<file path="config.mk">
export PLATFORM = sky130hd
export DESIGN_NAME = dmem_arbiter
export DESIGN_NICKNAME = d
export VERILOG_FILES = /design/src/rtl/dmem_arb_pkg.sv /design/src/rtl/dmem_burst_ctr.sv /design/src/rtl/dmem_arbiter.sv
export SDC_FILE = /design/constraint.sdc
export NUM_CORES = 1
export LEC_CHECK = 0
export ABC_AREA = 1
export BUFFER_PORTS_ARGS = -buffer_cell sky130_fd_sc_hd__buf_2
export CORE_AREA = 2 2 131 101
export DETAILED_ROUTE_END_ITERATION = 12
export DIE_AREA = 0 0 133 103
export PLACE_DENSITY = 0.69
export SLEW_MARGIN = 10
export SYNTH_ARGS = -nofsm -noshare
export SYNTH_HDL_FRONTEND = slang
export SYNTH_SLANG_ARGS = --single-unit
</file>
<file path="constraint.sdc">
create_clock -name clk_i -period 3.7 [get_ports clk_i]
set_input_delay 0.185 -clock clk_i [delete_from_list [all_inputs] [get_ports clk_i]]
set_output_delay 0.185 -clock clk_i [all_outputs]
set_load 0.01 [all_outputs]
</file>
<file path="src/rtl/dmem_arb_pkg.sv">
// dmem_arbiter shared types: arbiter FSM states and beat address stride.
// Optional perf counters are enabled with DMEM_ARB_PERF_EN (see dmem_arbiter).
package dmem_arb_pkg;

    localparam logic [31:0] ADDR_STRIDE = 32'd4;

    typedef enum logic [2:0] {
        IDLE,
        CPU_REQ,
        CPU_RD,
        CG_REQ,
        CG_RD,
        CG_DONE
    } arb_state_e;

endpackage

</file>
<file path="src/rtl/dmem_burst_ctr.sv">
// CGRA burst beat counter: latches base and clamped length, produces the
// current beat address (wrapping modulo 2^32) and the last-beat flag.
module dmem_burst_ctr #(
    parameter int MAX_BURST = 8,
    parameter int LEN_W     = 4
) (
    input  logic             clk_i,
    input  logic             rst_i,
    input  logic             load_i,
    input  logic             adv_i,
    input  logic [31:0]      base_i,
    input  logic [LEN_W-1:0] len_i,
    output logic [31:0]      addr_o,
    output logic             last_o
);
    import dmem_arb_pkg::*;

    localparam logic [LEN_W-1:0] MAX_L = LEN_W'(MAX_BURST);
    localparam logic [LEN_W-1:0] ONE   = LEN_W'(1);

    logic [31:0]      base_q, base_d;
    logic [LEN_W-1:0] last_q, last_d;
    logic [LEN_W-1:0] beat_q, beat_d;

    // last_q holds the index of the final beat, so 0 and 1 both mean one beat
    always_comb begin
        base_d = base_q;
        last_d = last_q;
        beat_d = beat_q;
        if (load_i) begin
            base_d = base_i;
            beat_d = '0;
            if (len_i == '0) begin
                last_d = '0;
            end else if (len_i > MAX_L) begin
                last_d = MAX_L - ONE;
            end else begin
                last_d = len_i - ONE;
            end
        end else if (adv_i) begin
            beat_d = beat_q + ONE;
        end
    end

    always_ff @(posedge clk_i or posedge rst_i) begin
        if (rst_i) begin
            base_q <= '0;
            last_q <= '0;
            beat_q <= '0;
        end else begin
            base_q <= base_d;
            last_q <= last_d;
            beat_q <= beat_d;
        end
    end

    assign addr_o = base_q + (32'(beat_q) * ADDR_STRIDE);
    assign last_o = (beat_q == last_q);

endmodule

</file>
<file path="src/rtl/dmem_arbiter.sv">
// Data-memory port arbiter between the scalar MEM stage and the CGRA burst
// engine. Define DMEM_ARB_PERF_EN to add stall-cycle and CGRA-beat counters.
module dmem_arbiter #(
    parameter int MAX_BURST = 8,
    parameter int LEN_W     = 4
) (
    input  logic             clk_i,
    input  logic             rst_i,
    input  logic             cpu_rd_i,
    input  logic             cpu_wr_i,
    input  logic [31:0]      cpu_addr_i,
    input  logic [31:0]      cpu_wdata_i,
    output logic [31:0]      cpu_rdata_o,
    output logic             stall_o,
    input  logic             cgra_req_i,
    input  logic             cgra_we_i,
    input  logic [31:0]      cgra_addr_i,
    input  logic [LEN_W-1:0] cgra_len_i,
    input  logic [31:0]      cgra_wdata_i,
    output logic             cgra_wready_o,
    output logic [31:0]      cgra_rdata_o,
    output logic             cgra_rvalid_o,
    output logic             cgra_done_o,
    output logic             mem_req_o,
    output logic             mem_we_o,
    output logic [31:0]      mem_addr_o,
    output logic [31:0]      mem_wdata_o,
    input  logic             mem_gnt_i,
    input  logic             mem_rvalid_i,
    input  logic [31:0]      mem_rdata_i
`ifdef DMEM_ARB_PERF_EN
    ,
    output logic [31:0]      perf_stall_cyc_o,
    output logic [31:0]      perf_cgra_beats_o
`endif
);
    import dmem_arb_pkg::*;

    arb_state_e state_q, state_d;
    logic       last_cgra_q, last_cgra_d;
    logic       cg_we_q, cg_we_d;
    logic       cpu_pend;
    logic       cpu_done;
    logic       cg_beat;
    logic       ctr_load;
    logic       ctr_adv;
    logic       ctr_last;
    logic [31:0] ctr_addr;

    assign cpu_pend = cpu_rd_i | cpu_wr_i;

    dmem_burst_ctr #(
        .MAX_BURST (MAX_BURST),
        .LEN_W     (LEN_W)
    ) u_ctr (
        .clk_i  (clk_i),
        .rst_i  (rst_i),
        .load_i (ctr_load),
        .adv_i  (ctr_adv),
        .base_i (cgra_addr_i),
        .len_i  (cgra_len_i),
        .addr_o (ctr_addr),
        .last_o (ctr_last)
    );

    always_ff @(posedge clk_i or posedge rst_i) begin
        if (rst_i) begin
            state_q     <= IDLE;
            last_cgra_q <= 1'b0;
            cg_we_q     <= 1'b0;
        end else begin
            state_q     <= state_d;
            last_cgra_q <= last_cgra_d;
            cg_we_q     <= cg_we_d;
        end
    end

    always_comb begin
        state_d  = state_q;
        cg_we_d  = cg_we_q;
        ctr_load = 1'b0;
        ctr_adv  = 1'b0;
        unique case (state_q)
            IDLE: begin
                // on a tie the CGRA wins unless it was the last one served
                if (cgra_req_i && (!cpu_pend || !last_cgra_q)) begin
                    state_d  = CG_REQ;
                    ctr_load = 1'b1;
                    cg_we_d  = cgra_we_i;
                end else if (cpu_pend) begin
                    state_d = CPU_REQ;
                end
            end
            CPU_REQ: begin
                if (mem_gnt_i) begin
                    state_d = cpu_wr_i ? IDLE : CPU_RD;
                end
            end
            CPU_RD: begin
                if (mem_rvalid_i) begin
                    state_d = IDLE;
                end
            end
            CG_REQ: begin
                if (mem_gnt_i) begin
                    if (!cg_we_q) begin
                        state_d = CG_RD;
                    end else if (ctr_last) begin
                        state_d = CG_DONE;
                    end else begin
                        ctr_adv = 1'b1;
                    end
                end
            end
            CG_RD: begin
                if (mem_rvalid_i) begin
                    if (ctr_last) begin
                        state_d = CG_DONE;
                    end else begin
                        ctr_adv = 1'b1;
                        state_d = CG_REQ;
                    end
                end
            end
            CG_DONE: state_d = IDLE;
            default: state_d = IDLE;
        endcase
    end

    always_comb begin
        mem_req_o     = 1'b0;
        mem_we_o      = 1'b0;
        mem_addr_o    = '0;
        mem_wdata_o   = '0;
        cpu_rdata_o   = '0;
        cpu_done      = 1'b0;
        cgra_wready_o = 1'b0;
        cgra_rdata_o  = '0;
        cgra_rvalid_o = 1'b0;
        cgra_done_o   = 1'b0;
        cg_beat       = 1'b0;
        unique case (state_q)
            CPU_REQ: begin
                mem_req_o   = 1'b1;
                mem_we_o    = cpu_wr_i;
                mem_addr_o  = cpu_addr_i;
                mem_wdata_o = cpu_wr_i ? cpu_wdata_i : '0;
                cpu_done    = mem_gnt_i & cpu_wr_i;
            end
            CPU_RD: begin
                cpu_done    = mem_rvalid_i;
                cpu_rdata_o = mem_rvalid_i ? mem_rdata_i : '0;
            end
            CG_REQ: begin
                mem_req_o     = 1'b1;
                mem_we_o      = cg_we_q;
                mem_addr_o    = ctr_addr;
                mem_wdata_o   = cg_we_q ? cgra_wdata_i : '0;
                cgra_wready_o = cg_we_q & mem_gnt_i;
                cg_beat       = cg_we_q & mem_gnt_i;
            end
            CG_RD: begin
                cgra_rvalid_o = mem_rvalid_i;
                cgra_rdata_o  = mem_rvalid_i ? mem_rdata_i : '0;
                cg_beat       = mem_rvalid_i;
            end
            CG_DONE: cgra_done_o = 1'b1;
            default: ;
        endcase
    end

    always_comb begin
        last_cgra_d = last_cgra_q;
        if (state_q == CG_DONE) begin
            last_cgra_d = 1'b1;
        end else if (cpu_done) begin
            last_cgra_d = 1'b0;
        end
    end

    assign stall_o = cpu_pend & ~cpu_done;

`ifdef DMEM_ARB_PERF_EN
    logic [31:0] stall_cyc_q, stall_cyc_d;
    logic [31:0] cg_beats_q, cg_beats_d;

    always_comb begin
        stall_cyc_d = stall_cyc_q;
        cg_beats_d  = cg_beats_q;
        if (stall_o && (stall_cyc_q != '1)) begin
            stall_cyc_d = stall_cyc_q + 32'd1;
        end
        if (cg_beat && (cg_beats_q != '1)) begin
            cg_beats_d = cg_beats_q + 32'd1;
        end
    end

    always_ff @(posedge clk_i or posedge rst_i) begin
        if (rst_i) begin
            stall_cyc_q <= '0;
            cg_beats_q  <= '0;
        end else begin
            stall_cyc_q <= stall_cyc_d;
            cg_beats_q  <= cg_beats_d;
        end
    end

    assign perf_stall_cyc_o  = stall_cyc_q;
    assign perf_cgra_beats_o = cg_beats_q;
`else
    logic unused_beat;
    assign unused_beat = cg_beat;
`endif

endmodule

</file>
# Word level (Yosys, flattened, before mapping)

Cells that the tools add are included.

Register bits: 45

$add $sub $neg: 3
Magnitude comparators: 1
Equality and inequality tests: 12
Muxes and demuxes: 37
Bitwise operators: 5
Reduce and logical (&&, ||, !) cells: 11

Operator list:

| operator            | number |
|---|---|
| $mux 32             | 5 |
| $pmux 32 s2         | 2 |
| $add 32x6->32       | 1 |
| $mux 3              | 9 |
| $mux 4              | 4 |
| $pmux 3 s5          | 1 |
| $mux 1              | 12 |
| $ne 2x2->1 const B  | 4 |
| $eq 3x2->1 const B  | 2 |
| $eq 3x3->1 const B  | 2 |
| $ne 3x3->1 const B  | 2 |
| $pmux 1 s2          | 3 |
| $reduce_and 6->1    | 1 |
| $add 4x1->4 const B | 1 |
| $eq 4x4->1          | 1 |
| $gt 4x4->1 const B  | 1 |
| $logic_not 4->1     | 1 |
| $reduce_bool 2->1   | 2 |
| $sub 4x1->4 const B | 1 |
| $and 1x1->1         | 3 |
| $eq 3x1->1 const B  | 1 |
| $logic_not 3->1     | 1 |
| $logic_not 1->1     | 2 |
| $mux 2              | 1 |
| other kinds (6)     | 6 |

# Depth between registers and ports, before layout

Gate-level depths: netlist (run 1).

Word-level depth: 7
Gate-level depth with buffers: 12
Depth with buffers taken out: 12

# Hierarchy

From an unflattened synthesis (run 1), not the netlist that was laid out.

Cells, all modules: 729
Area total of the unflattened synthesis: 4416.7 sq um

Modules (own cells, without submodules):

| module         | times used | cells each | area an instance (sq um) | sequential area each (sq um) |
|---|---|---|---|---|
| dmem_burst_ctr | 1          | 402        | 2686.3                   | 1001.0 |
| dmem_arbiter   | 1          | 327        | 1730.4                   | 125.1 |

# Worst setup path after synthesis (run 1)

Ideal clock, no wire load.

Path kind: reg2out
Start: reg u_ctr.beat_q[0]
End: out mem_addr_o[16]
Data arrival time: 1.839 ns
Required time: 3.515 ns
Path slack: 1.676 ns
Stages on the path, launching flop included: 13
Path buffers: 0
Cells stage by stage: dfrtp_1 -> ha_1 -> inv_1 -> fa_1 -> inv_1 -> nand3_1 -> nand2_1 -> inv_1 -> nor2_1 -> nand2_1 -> nand2_1 -> nand3_1 -> nand2_1

Word-level cells in the longest chain between the ends: 2

Ends and longest elaborated chain:

| element                | line                 | source |
|---|---|---|
| from (decl)            | dmem_burst_ctr.sv:23 | `logic [LEN_W-1:0] beat_q, beat_d;` |
| from (signal assigned) | dmem_burst_ctr.sv:53 | `beat_q <= beat_d;` |
| $add 32x6->32          | dmem_burst_ctr.sv:57 | `assign addr_o = base_q + (32'(beat_q) * ADDR_STRIDE);` |
| $pmux 32 s2            | dmem_arbiter.sv:142  | `unique case (state_q)` |
| to (decl)              | dmem_arbiter.sv:26   | `output logic [31:0] mem_addr_o,` |

No other way between the ends.

# Worst setup path in the final report (run 1)

Start: reg u_ctr.beat_q[0]
End: out mem_addr_o[24]

Same word-level chain as after synthesis.

==> results.sh, run 1 <==
export IMPL_worst_path_max_fanout=6
export IMPL_p_sw_w=0.001778
export IMPL_cts_setup_buffers=0
export IMPL_place_hpwl_um=13840
export IMPL_route_detailed_wl_per_inst_um=14.86
export IMPL_finalHoldViolations=0
export IMPL_clock_sinks=45
export IMPL_power_w=0.003519
export IMPL_synthDominantCellAreaShare_pct=26.57
export IMPL_setup_viol_count_final=0
export IMPL_design_final_nets=1151
export IMPL_relative_contribution_of_combinational_cells_to_total_power_pct=60.5
export IMPL_die_height_um=103
export IMPL_htreeDepth=2
export IMPL_worst_skew_pair_late_latency_ps=280
export IMPL_post_synthesis_net_count=867
export IMPL_power_switching_share_pct=50.53
export IMPL_grt_first_pass_wirelength_um=25160
export IMPL_antenna_violations_before_repair=1
export IMPL_clockPowerShare_pct=12.3
export IMPL_placement_io_buffers=305
export IMPL_core_area_um2=12570
export IMPL_grt_overflow_total=0
export IMPL_instances_no_fill=1145
export IMPL_first_iter_violations=316
export IMPL_vias=5489
export IMPL_synthDistinctLibCells=34
export IMPL_fillerInstances=1372
export IMPL_floorplan_row_count=36
export IMPL_hold_path_class="input port to asynchronous set/reset pin"
export IMPL_die_area_um2=13700
export IMPL_layout_skew_ps=3.251
export IMPL_timing_worst_setup_path_type="register to primary output"
export IMPL_ctsRootBufferMaster="clkbuf_16"
export IMPL_final_common_cell="buf_2"
export IMPL_timing_setup_tns_ps=0
export IMPL_die_width_um=133
export IMPL_number_of_vias_per_cell=4.794
export IMPL_cts_tree="yes"
export IMPL_worst_setup_hold_path_clk_slew_ps=60
export IMPL_timing_critical_path_from="u_ctr.beat_q[0]"
export IMPL_stdcell_area_um2=5928
export IMPL_total_iterations_of_the_first_detailed_routing_run=5
export IMPL_rr_worst_depth=7
export IMPL_starting_utilization_of_the_core_area_pct=33.72
export IMPL_period_share_pct=75.52
export IMPL_startpoint_type="register"
export IMPL_cell_taking_the_most_area_after_synthesis="dfrtp_1"
export IMPL_io_pins=306
export IMPL_synth_sequential_area_ratio_pct=26.57
export IMPL_cp_data_arrival_time_ps=2610
export IMPL_post_route_drc_count=0
export IMPL_r2r_end="state_q[1]"
export IMPL_finalWeightedCongestion=0.9573
export IMPL_area_sequential_um2=1126
export IMPL_dpl_cell_count=1136
export IMPL_clock_tree_buffer_depth=2
export IMPL_vias_in_the_first_global_route=4828
export IMPL_yosysWarningCount=0
export IMPL_post_dp_cell_area_um2=5787
export IMPL_r2r_setup_slack_ps=1630
export IMPL_netlist_area_um2=4238
export IMPL_post_cts_hold_buffer_count=0
export IMPL_highest_clock_frequency_the_design_can_meet_ghz=0.3579
export IMPL_run_status="complete, no violations"
export IMPL_fraction_of_layout_cells_with_a_size_suffix_above_1_pct=35.46
export IMPL_p_per_area_nw_per_um2=593.6
export IMPL_final_cell_mix="305 x buf_2, 217 x nand2_1, 116 x nor2_1"
export IMPL_timing_critical_path_required_ps=3510
export IMPL_numCtsBuffers=5
export IMPL_groute_usage_overall_pct=23.31
export IMPL_reg2reg_start="state_q[2]"
export IMPL_leak_pwr_nw=3.522
export IMPL_yosys_register_bits=45
export IMPL_maxSlewHeadroom_pct=40.55
export IMPL_worstMarginPinSlew_ps=890.4
export IMPL_critical_path_endpoint_type="primary output"
export IMPL_report_final_slew_viol_count=0
export IMPL_yosys_top_cells_area="dfrtp_1 27%, nand2_1 19%, nor2_1 10%, a32o_1 7.8%, inv_1 7.2%"
export IMPL_period_minus_slack_ps=2794
export IMPL_final_core_utilization_pct=47.17
export IMPL_cell_internal_pwr_w=0.001741
export IMPL_drv_cap=0
export IMPL_grt_setup_unrepaired="no"
export IMPL_area_growth_synth_to_final_pct=39.89
export IMPL_vdd_drop_max_uv=239.5
export IMPL_grt_start_max_net_pins=51
export IMPL_antenna_violating_nets_post_route=0
export IMPL_synth_area_per_cell_um2=6.160
export IMPL_cts_resized=0
export IMPL_multi_input_comb_area_um2=2552
export IMPL_finalWirelength_um=17020
export IMPL_postSynthCellCount=688
export IMPL_power_frac_seq_pct=27.2
## critical path: stages (launching register included)
cell and delay [ps]:
dfrtp_1 460, ha_1 210, inv_1 60, fa_1 390, inv_1 110, nand3_1 70
nand2_1 170, inv_1 110, nor2_1 310, nand3_1 130, nand3_1 110, nand2_1 60
buf_2 130
## worst max-delay path by stage
stage,to,slack [ps],depth (start not counted)
6_report,mem_addr_o[24],910,12
2_1_floorplan,mem_addr_o[16],1680,12
3_3_place_gp,mem_addr_o[16],1310,13
3_5_place_dp,mem_addr_o[24],1230,12
4_1_cts,mem_addr_o[24],910,12
5_1_grt,mem_addr_o[24],650,13
## cell families after synthesis
family / synth area share, %
flops: 26.57
compound gates: 15.53
fa+ha+maj: 2.244
simple gates: 40.98
xor+xnor: 1.240
mux: 0.2362
buf+inv: 13.20
## Yosys cell counts
cell type and n:
o21bai_1 1, nand3_1 48, nand3_4 1, nand2_1 217, nor2_2 4, mux2i_1 1
o21ai_0 14, clkbuf_1 3, o21ai_1 36, nor2_1 116, buf_6 10, nand2_4 2
inv_2 7, and2_1 3, nor3_1 2, a21oi_2 1, a21oi_1 7, nor3b_1 1
fa_1 1, xor2_1 5, buf_4 2, nand3b_1 1, inv_1 81, nor2_4 5
ha_1 6, nand2_2 4, nand4_1 7, buf_2 18, dfrtp_1 45, a22o_1 1
or2_2 2, o21ai_2 2, xnor2_1 1, a32o_1 33
## final cells by class
| class | count | area share, % |
|---|---|---|
| antenna | 1 | 0.04221 |
| clock inverter | 2 | 0.1688 |
| inverter | 88 | 5.572 |
| clock buffer | 6 | 2.174 |
| tap | 171 | 3.609 |
| multi-input combinational | 522 | 43.06 |
| timing repair buffer | 310 | 26.38 |
| sequential | 45 | 19.00 |
## power by group through the flow
stage                     Combinational (W)  Clock, W  Sequential, W
after CTS                           0.00213  0.000440       0.000951
after floorplan                     0.00152         0       0.000888
after detailed placement            0.00212         0       0.000957
after global routing                0.00240  0.000463       0.000993
after global placement              0.00210         0       0.000956
final                               0.00213  0.000434       0.000957
## through the flow
step / setup WS, ps / hold WS, ps
floorplan: 1676 / 301.6
global placement: 1312 / 372.7
detailed placement: 1227 / 368.8
CTS: 905.3 / 62.40
global route: 647.7 / 100.6
finish: 905.8 / 38.14
## layer usage
metal | part of all wire [%] | global-route usage [%] | routed length (um)
met1 | 46 | 31.55 | 7770
met2 | 45 | 38.74 | 7593
met3 | 7.9 | 4.621 | 1344
met4 | 1.7 | 5.542 | 297
met5 | 0.076 | 0 | 13
## flip-flops by register name, indices dropped and copies added, names as in the netlist
name and cells:
u_ctr.last_q 4, state_q 3, cg_we_q 1, last_cgra_q 1
u_ctr.beat_q 4, u_ctr.base_q 32
Note: power is estimated with default switching activity, not from simulation.
==> run 2: changes to the inputs <==
PLACE_DENSITY = 0.72   (was 0.69)
clock period = 2.5 ns   (was 3.7 ns; I/O delays follow)
==> results.sh, run 2 (synthesized netlist as in run 1, its figures left out) <==
export IMPL_final_core_utilization_pct=47.96
export IMPL_cp_data_arrival_time_ps=2260
export IMPL_clock_tree_buffer_depth=2
export IMPL_number_of_vias_per_cell=4.816
export IMPL_design_final_nets=1160
export IMPL_vias=5543
export IMPL_layout_skew_ps=7.171
export IMPL_post_cts_hold_buffer_count=0
export IMPL_clockPowerShare_pct=11.6
export IMPL_crit_family="adder cells"
export IMPL_number_of_logic_stages_on_the_critical_path_including_buffering=12
export IMPL_post_route_drc_count=0
export IMPL_r2r_setup_slack_ps=730
export IMPL_violations_in_the_final_reports="hold timing"
export IMPL_numCtsBuffers=5
export IMPL_worst_path_max_fanout=5
export IMPL_grt_first_pass_wirelength_um=24810
export IMPL_fraction_of_layout_cells_with_a_size_suffix_above_1_pct=37.14
export IMPL_worst_path_most_repeated_cell="inv_2"
export IMPL_ctsRootBufferMaster="clkbuf_16"
export IMPL_cts_setup_buffers=0
export IMPL_first_iter_violations=308
export IMPL_area_growth_synth_to_final_pct=42.22
export IMPL_finalHoldViolations=45
export IMPL_vdd_drop_max_uv=400.7
export IMPL_grt_start_max_net_pins=52
export IMPL_antenna_violating_nets_post_route=0
export IMPL_leak_pwr_nw=3.556
export IMPL_power_w=0.005296
export IMPL_power_switching_share_pct=49.69
export IMPL_floorplan_row_count=36
export IMPL_period_share_pct=95.51
export IMPL_startpoint_type="register"
export IMPL_report_final_slew_viol_count=0
export IMPL_die_area_um2=13700
export IMPL_groute_usage_overall_pct=22.73
export IMPL_clock_sinks=45
export IMPL_timing_worst_setup_path_type="register to primary output"
export IMPL_cp_cell_sequence="ha_2, inv_1, fa_1, inv_2, nand3_1, nand2_2, inv_2, o21ai_2, o21ai_0, o21ai_1, nand2_1, buf_2"
export IMPL_critical_path_endpoint_type="primary output"
export IMPL_worst_skew_pair_late_latency_ps=280
export IMPL_worst_hold_slack_ps=-21.56
export IMPL_io_pins=306
export IMPL_die_width_um=133
export IMPL_finalWirelength_um=16540
export IMPL_total_iterations_of_the_first_detailed_routing_run=6
export IMPL_cts_tree="yes"
export IMPL_grt_setup_unrepaired="yes"
export IMPL_cts_resized=2
export IMPL_drv_cap=0
export IMPL_largest_register="u_ctr.base_q"
export IMPL_antenna_violations_before_repair=0
export IMPL_timing_critical_path_required_ps=2380
export IMPL_worstPathBufferInverterCount=4
export IMPL_relative_contribution_of_combinational_cells_to_total_power_pct=61.7
export IMPL_cell_internal_pwr_w=0.002664
export IMPL_period_minus_slack_ps=2388
export IMPL_inserted_diodes=0
export IMPL_htreeDepth=2
export IMPL_vias_in_the_first_global_route=4926
export IMPL_largest_registers="u_ctr.base_q (32), u_ctr.beat_q (4), u_ctr.last_q (4)"
export IMPL_maxSlewHeadroom_pct=51.29
export IMPL_p_sw_w=0.002632
export IMPL_hold_path_class="input port to asynchronous set/reset pin"
export IMPL_die_height_um=103
export IMPL_final_cell_mix="305 x buf_2, 214 x nand2_1, 114 x nor2_1"
export IMPL_critPathSlowestCell="fa_1"
export IMPL_starting_utilization_of_the_core_area_pct=33.72
export IMPL_worst_setup_hold_path_clk_slew_ps=60
export IMPL_final_common_cell="buf_2"
export IMPL_grt_overflow_total=0
export IMPL_route_detailed_wl_per_inst_um=14.37
export IMPL_finalWeightedCongestion=0.8991
export IMPL_setup_viol_count_final=0
export IMPL_run_status="finished, violations left"
export IMPL_rr_worst_depth=8
export IMPL_placement_io_buffers=305
export IMPL_core_area_um2=12570
export IMPL_power_frac_seq_pct=26.8
export IMPL_place_hpwl_um=13480
export IMPL_cp_slowest_stage_delay_ps=390
export IMPL_highest_clock_frequency_the_design_can_meet_ghz=0.4188
export IMPL_p_per_area_nw_per_um2=878.7
export IMPL_largest_register_ff_count=32
export IMPL_worstMarginPinSlew_ps=729.6
run 2: changes by cell type in the layout (fill, tap and decap cells not counted), moves of 2 or more:
| cell | delta |
|---|---|
| nand2_1 | -3 |
| nor2_1 | -2 |
| nor2_4 | +2 |
| inv_2 | +3 |
| nand2_2 | +3 |
| inv_1 | -3 |
| buf_4 | +8 |
run 2: power groups by stage:
stage | logic [W] | registers (W) | clock network [W]
finish | 0.00327 | 0.00142 | 0.000613
global route | 0.00368 | 0.00146 | 0.000664
CTS | 0.00326 | 0.00140 | 0.000629
detailed placement | 0.00324 | 0.00141 | 0
global placement | 0.00322 | 0.00141 | 0
floorplan | 0.00226 | 0.00131 | 0
run 2: final timing paths:
kind	start	endpoint
worst max register to register	state_q[1]	u_ctr.beat_q[1]
worst max-delay path	u_ctr.beat_q[0]	mem_addr_o[8]
worst min register to register	u_ctr.base_q[2]	u_ctr.base_q[2]
max in group asynchronous	rst_i	u_ctr.beat_q[1]
worst min-delay path	rst_i	u_ctr.last_q[0]
min in group clk_i	cgra_addr_i[5]	u_ctr.base_q[5]
run 2: area by class of cell:
type	count	area, um2
multi-input cells	522	2581
flip-flops and latches	45	1127
repair buffers	319	1644
inverters	88	330.3
fillers	1332	6540
clock buffers	5	125.1
well taps	171	214.0
clock inverters	1	5.005
run 2: per-stage QoR:
step | cells | worst slack [ps] | setup TNS, ps | instance area (um2) | hold slack (ps)
final | 1151 | 112.3 | 0 | 6027 | -21.56
after global placement | 1145 | 312.9 | 0 | 5867 | 305.6
after global routing | 1151 | -9.812 | -13.20 | 6027 | 35.65
after CTS | 1151 | 3.781 | 0 | 6002 | 5.094
after floorplan | 688 | 535.7 | 0 | 4238 | 241.6
after detailed placement | 1145 | 267.6 | 0 | 5867 | 306.9
run 2: tightest hold or removal path: stages:
cell and delay [ps]:
buf_2 100, clkinv_1 30, buf_4 460
run 2: metal layers:
metal  wire length, um  part of all wire [%]  GRT usage [%]  vias up
li1                  -                     -              -     2787
met1              7321                    44          29.98     2497
met2              7651                    46          37.98      239
met3              1201                   7.3          4.523       20
met4               369                   2.2          7.113        0
met5                 0                     0              0        -
==> run 3: changes to the inputs <==
CORE_AREA = 2 2 119 121   (was 2 2 131 101)
DIE_AREA = 0 0 121 123   (was 0 0 133 103)
PLACE_DENSITY = 0.67   (was 0.72)
==> results.sh, run 3 (synthesized netlist as in run 1, its figures left out) <==
export IMPL_ctsRootBufferMaster="clkbuf_16"
export IMPL_groute_usage_overall_pct=22.35
export IMPL_groute_layer_met3_usage_pct=3.367
export IMPL_number_of_vias_per_cell=4.771
export IMPL_clock_tree_buffer_depth=2
export IMPL_vias_in_the_first_global_route=4742
export IMPL_reg2reg_start="state_q[1]"
export IMPL_report_final_slew_viol_count=0
export IMPL_violations_in_the_final_reports="hold timing"
export IMPL_worst_hold_slack_ps=-10.65
export IMPL_r2r_setup_slack_ps=610
export IMPL_final_common_cell="buf_2"
export IMPL_place_hpwl_um=14860
export IMPL_vias=5544
export IMPL_area_growth_synth_to_final_pct=43.67
export IMPL_io_pins=306
export IMPL_antenna_violating_nets_post_route=0
export IMPL_fillerInstances=1461
export IMPL_finalHoldViolations=27
export IMPL_worst_setup_hold_path_clk_slew_ps=70
export IMPL_timing_setup_tns_ps=0
export IMPL_globalRouteMet2Util_pct=37.64
export IMPL_cp_cell_sequence="ha_1, inv_1, fa_2, inv_2, nand3_1, nand2_1, buf_4, nand2_1, inv_2, nand2_1, nand2_1, nand3_1, nand2_1, buf_2"
export IMPL_die_height_um=123
export IMPL_floorplan_row_count=43
export IMPL_critical_path_endpoint_type="primary output"
export IMPL_maxSlewHeadroom_pct=59.61
export IMPL_core_area_um2=13610
export IMPL_numCtsBuffers=5
export IMPL_cts_tree="yes"
export IMPL_die_width_um=121
export IMPL_grt_first_pass_wirelength_um=25700
export IMPL_rr_worst_depth=8
export IMPL_route_detailed_wl_per_inst_um=15.30
export IMPL_grt_start_max_net_pins=46
export IMPL_highest_clock_frequency_the_design_can_meet_ghz=0.4249
export IMPL_largest_register="u_ctr.base_q"
export IMPL_die_area_um2=14880
export IMPL_worst_path_most_repeated_cell="nand2_1"
export IMPL_timing_worst_setup_path_type="register to primary output"
export IMPL_timing_critical_path_required_ps=2380
export IMPL_clock_sinks=45
export IMPL_dpl_worst_slack_ps=185.7
export IMPL_grt_most_used_layer="met2"
export IMPL_htreeDepth=2
export IMPL_vdd_drop_max_uv=416.4
export IMPL_setup_viol_count_final=0
export IMPL_critPathSlowestCell="dfrtp_2"
export IMPL_largest_registers="u_ctr.base_q (32), u_ctr.beat_q (4), u_ctr.last_q (4)"
export IMPL_stdcell_area_um2=6088
export IMPL_cp_slowest_stage_delay_ps=400
export IMPL_period_share_pct=94.14
export IMPL_p_per_area_nw_per_um2=886.9
export IMPL_grt_use_met1_pct=30.15
export IMPL_period_minus_slack_ps=2353
export IMPL_first_iter_violations=407
export IMPL_worst_skew_pair_late_latency_ps=290
export IMPL_final_critical_path_setup_slack_ps=146.6
export IMPL_finalWirelength_um=17770
export IMPL_largest_register_ff_count=32
export IMPL_r2r_end="u_ctr.beat_q[3]"
export IMPL_post_route_drc_count=0
export IMPL_finalWeightedCongestion=0.9140
export IMPL_fraction_of_layout_cells_with_a_size_suffix_above_1_pct=36.90
export IMPL_worstMarginPinSlew_ps=604.4
export IMPL_startpoint_type="register"
export IMPL_cp_data_arrival_time_ps=2230
export IMPL_starting_utilization_of_the_core_area_pct=31.13
export IMPL_total_iterations_of_the_first_detailed_routing_run=5
export IMPL_grt_overflow_total=0
export IMPL_design_final_nets=1159
export IMPL_run_status="finished, violations left"
export IMPL_leak_pwr_nw=3.569
export IMPL_worst_path_max_fanout=5
export IMPL_final_cell_mix="305 x buf_2, 216 x nand2_1, 114 x nor2_1"
export IMPL_hold_path_class="input port to asynchronous set/reset pin"
export IMPL_antenna_violations_before_repair=3
export IMPL_placement_io_buffers=305
export IMPL_drv_cap=0
export IMPL_post_dp_cell_area_um2=5906
export IMPL_layout_skew_ps=3.744
==> run 3: changes by cell type in the layout (fill, tap and decap cells not counted), sizes merged <==
| cell | change |
|---|---|
| diode | +1 |
| clkbuf | +1 |
| clkinvlp | +2 |
| buf | -1 |
| clkinv | -2 |
| inv | +1 |
==> run 3: repair_timing <==
| action | in CTS | in global routing |
|---|---|---|
| resized for setup | 3 | 8 |
| setup endpoints to repair | 5 | 9 |
| gates cloned | 0 | 0 |
| buffers inserted | 0 | 2 |
| hold buffers | 0 | 0 |
| pin swaps | 0 | 1 |
==> run 3: area by class of cell <==
type,count,area (um2),share of cell area [%]
clock inverters,2,15.01,0.2466
clock buffers,6,128.9,2.117
diodes,1,2.502,0.04110
multi-input cells,522,2572,42.25
inverters,88,330.3,5.425
flip-flops and latches,45,1127,18.52
repair buffers,318,1687,27.70
well taps,180,225.2,3.699
==> run 3: through the flow <==
step	instances	utilization (%)	total power, W
CTS	1159	44.49	0.005391
global placement	1151	43.39	0.004693
global route	1161	44.71	0.005880
floorplan	688	-	0.003570
finish	1162	44.73	0.005400
detailed placement	1151	43.39	0.004717
==> run 3: worst max-delay path by stage <==
stage,start,cells after the start,slack (ps),to
after detailed placement,u_ctr.beat_q[0],13,190,mem_addr_o[24]
final,u_ctr.beat_q[0],14,150,mem_addr_o[26]
after global routing,u_ctr.beat_q[0],14,-3,mem_addr_o[26]
after floorplan,u_ctr.beat_q[0],12,540,mem_addr_o[16]
after CTS,u_ctr.beat_q[0],14,30,mem_addr_o[26]
after global placement,u_ctr.beat_q[0],13,230,mem_addr_o[24]
==> run 3: layer usage <==
| layer | share of wire, % | up-vias |
|---|---|---|
| met4 | 2.0 | 0 |
| met3 | 8.3 | 21 |
| met2 | 47 | 246 |
| met5 | 0 | - |
| met1 | 43 | 2493 |
| li1 | - | 2784 |
==> run 3: power breakdown <==
part | internal [W] | switching, W
sequential | 0.00107 | 0.000351
combinational | 0.00127 | 0.00205
clock | 0.000371 | 0.000289
==> run 3: critical path: cells and delay by family, from the launching register on <==
kind                     cells  cell delay [ps]
flip-flops                   1              400
adder cells (fa/ha/maj)      2              510
AND/OR/NAND/NOR              7              540
buffers and inverters        5              490
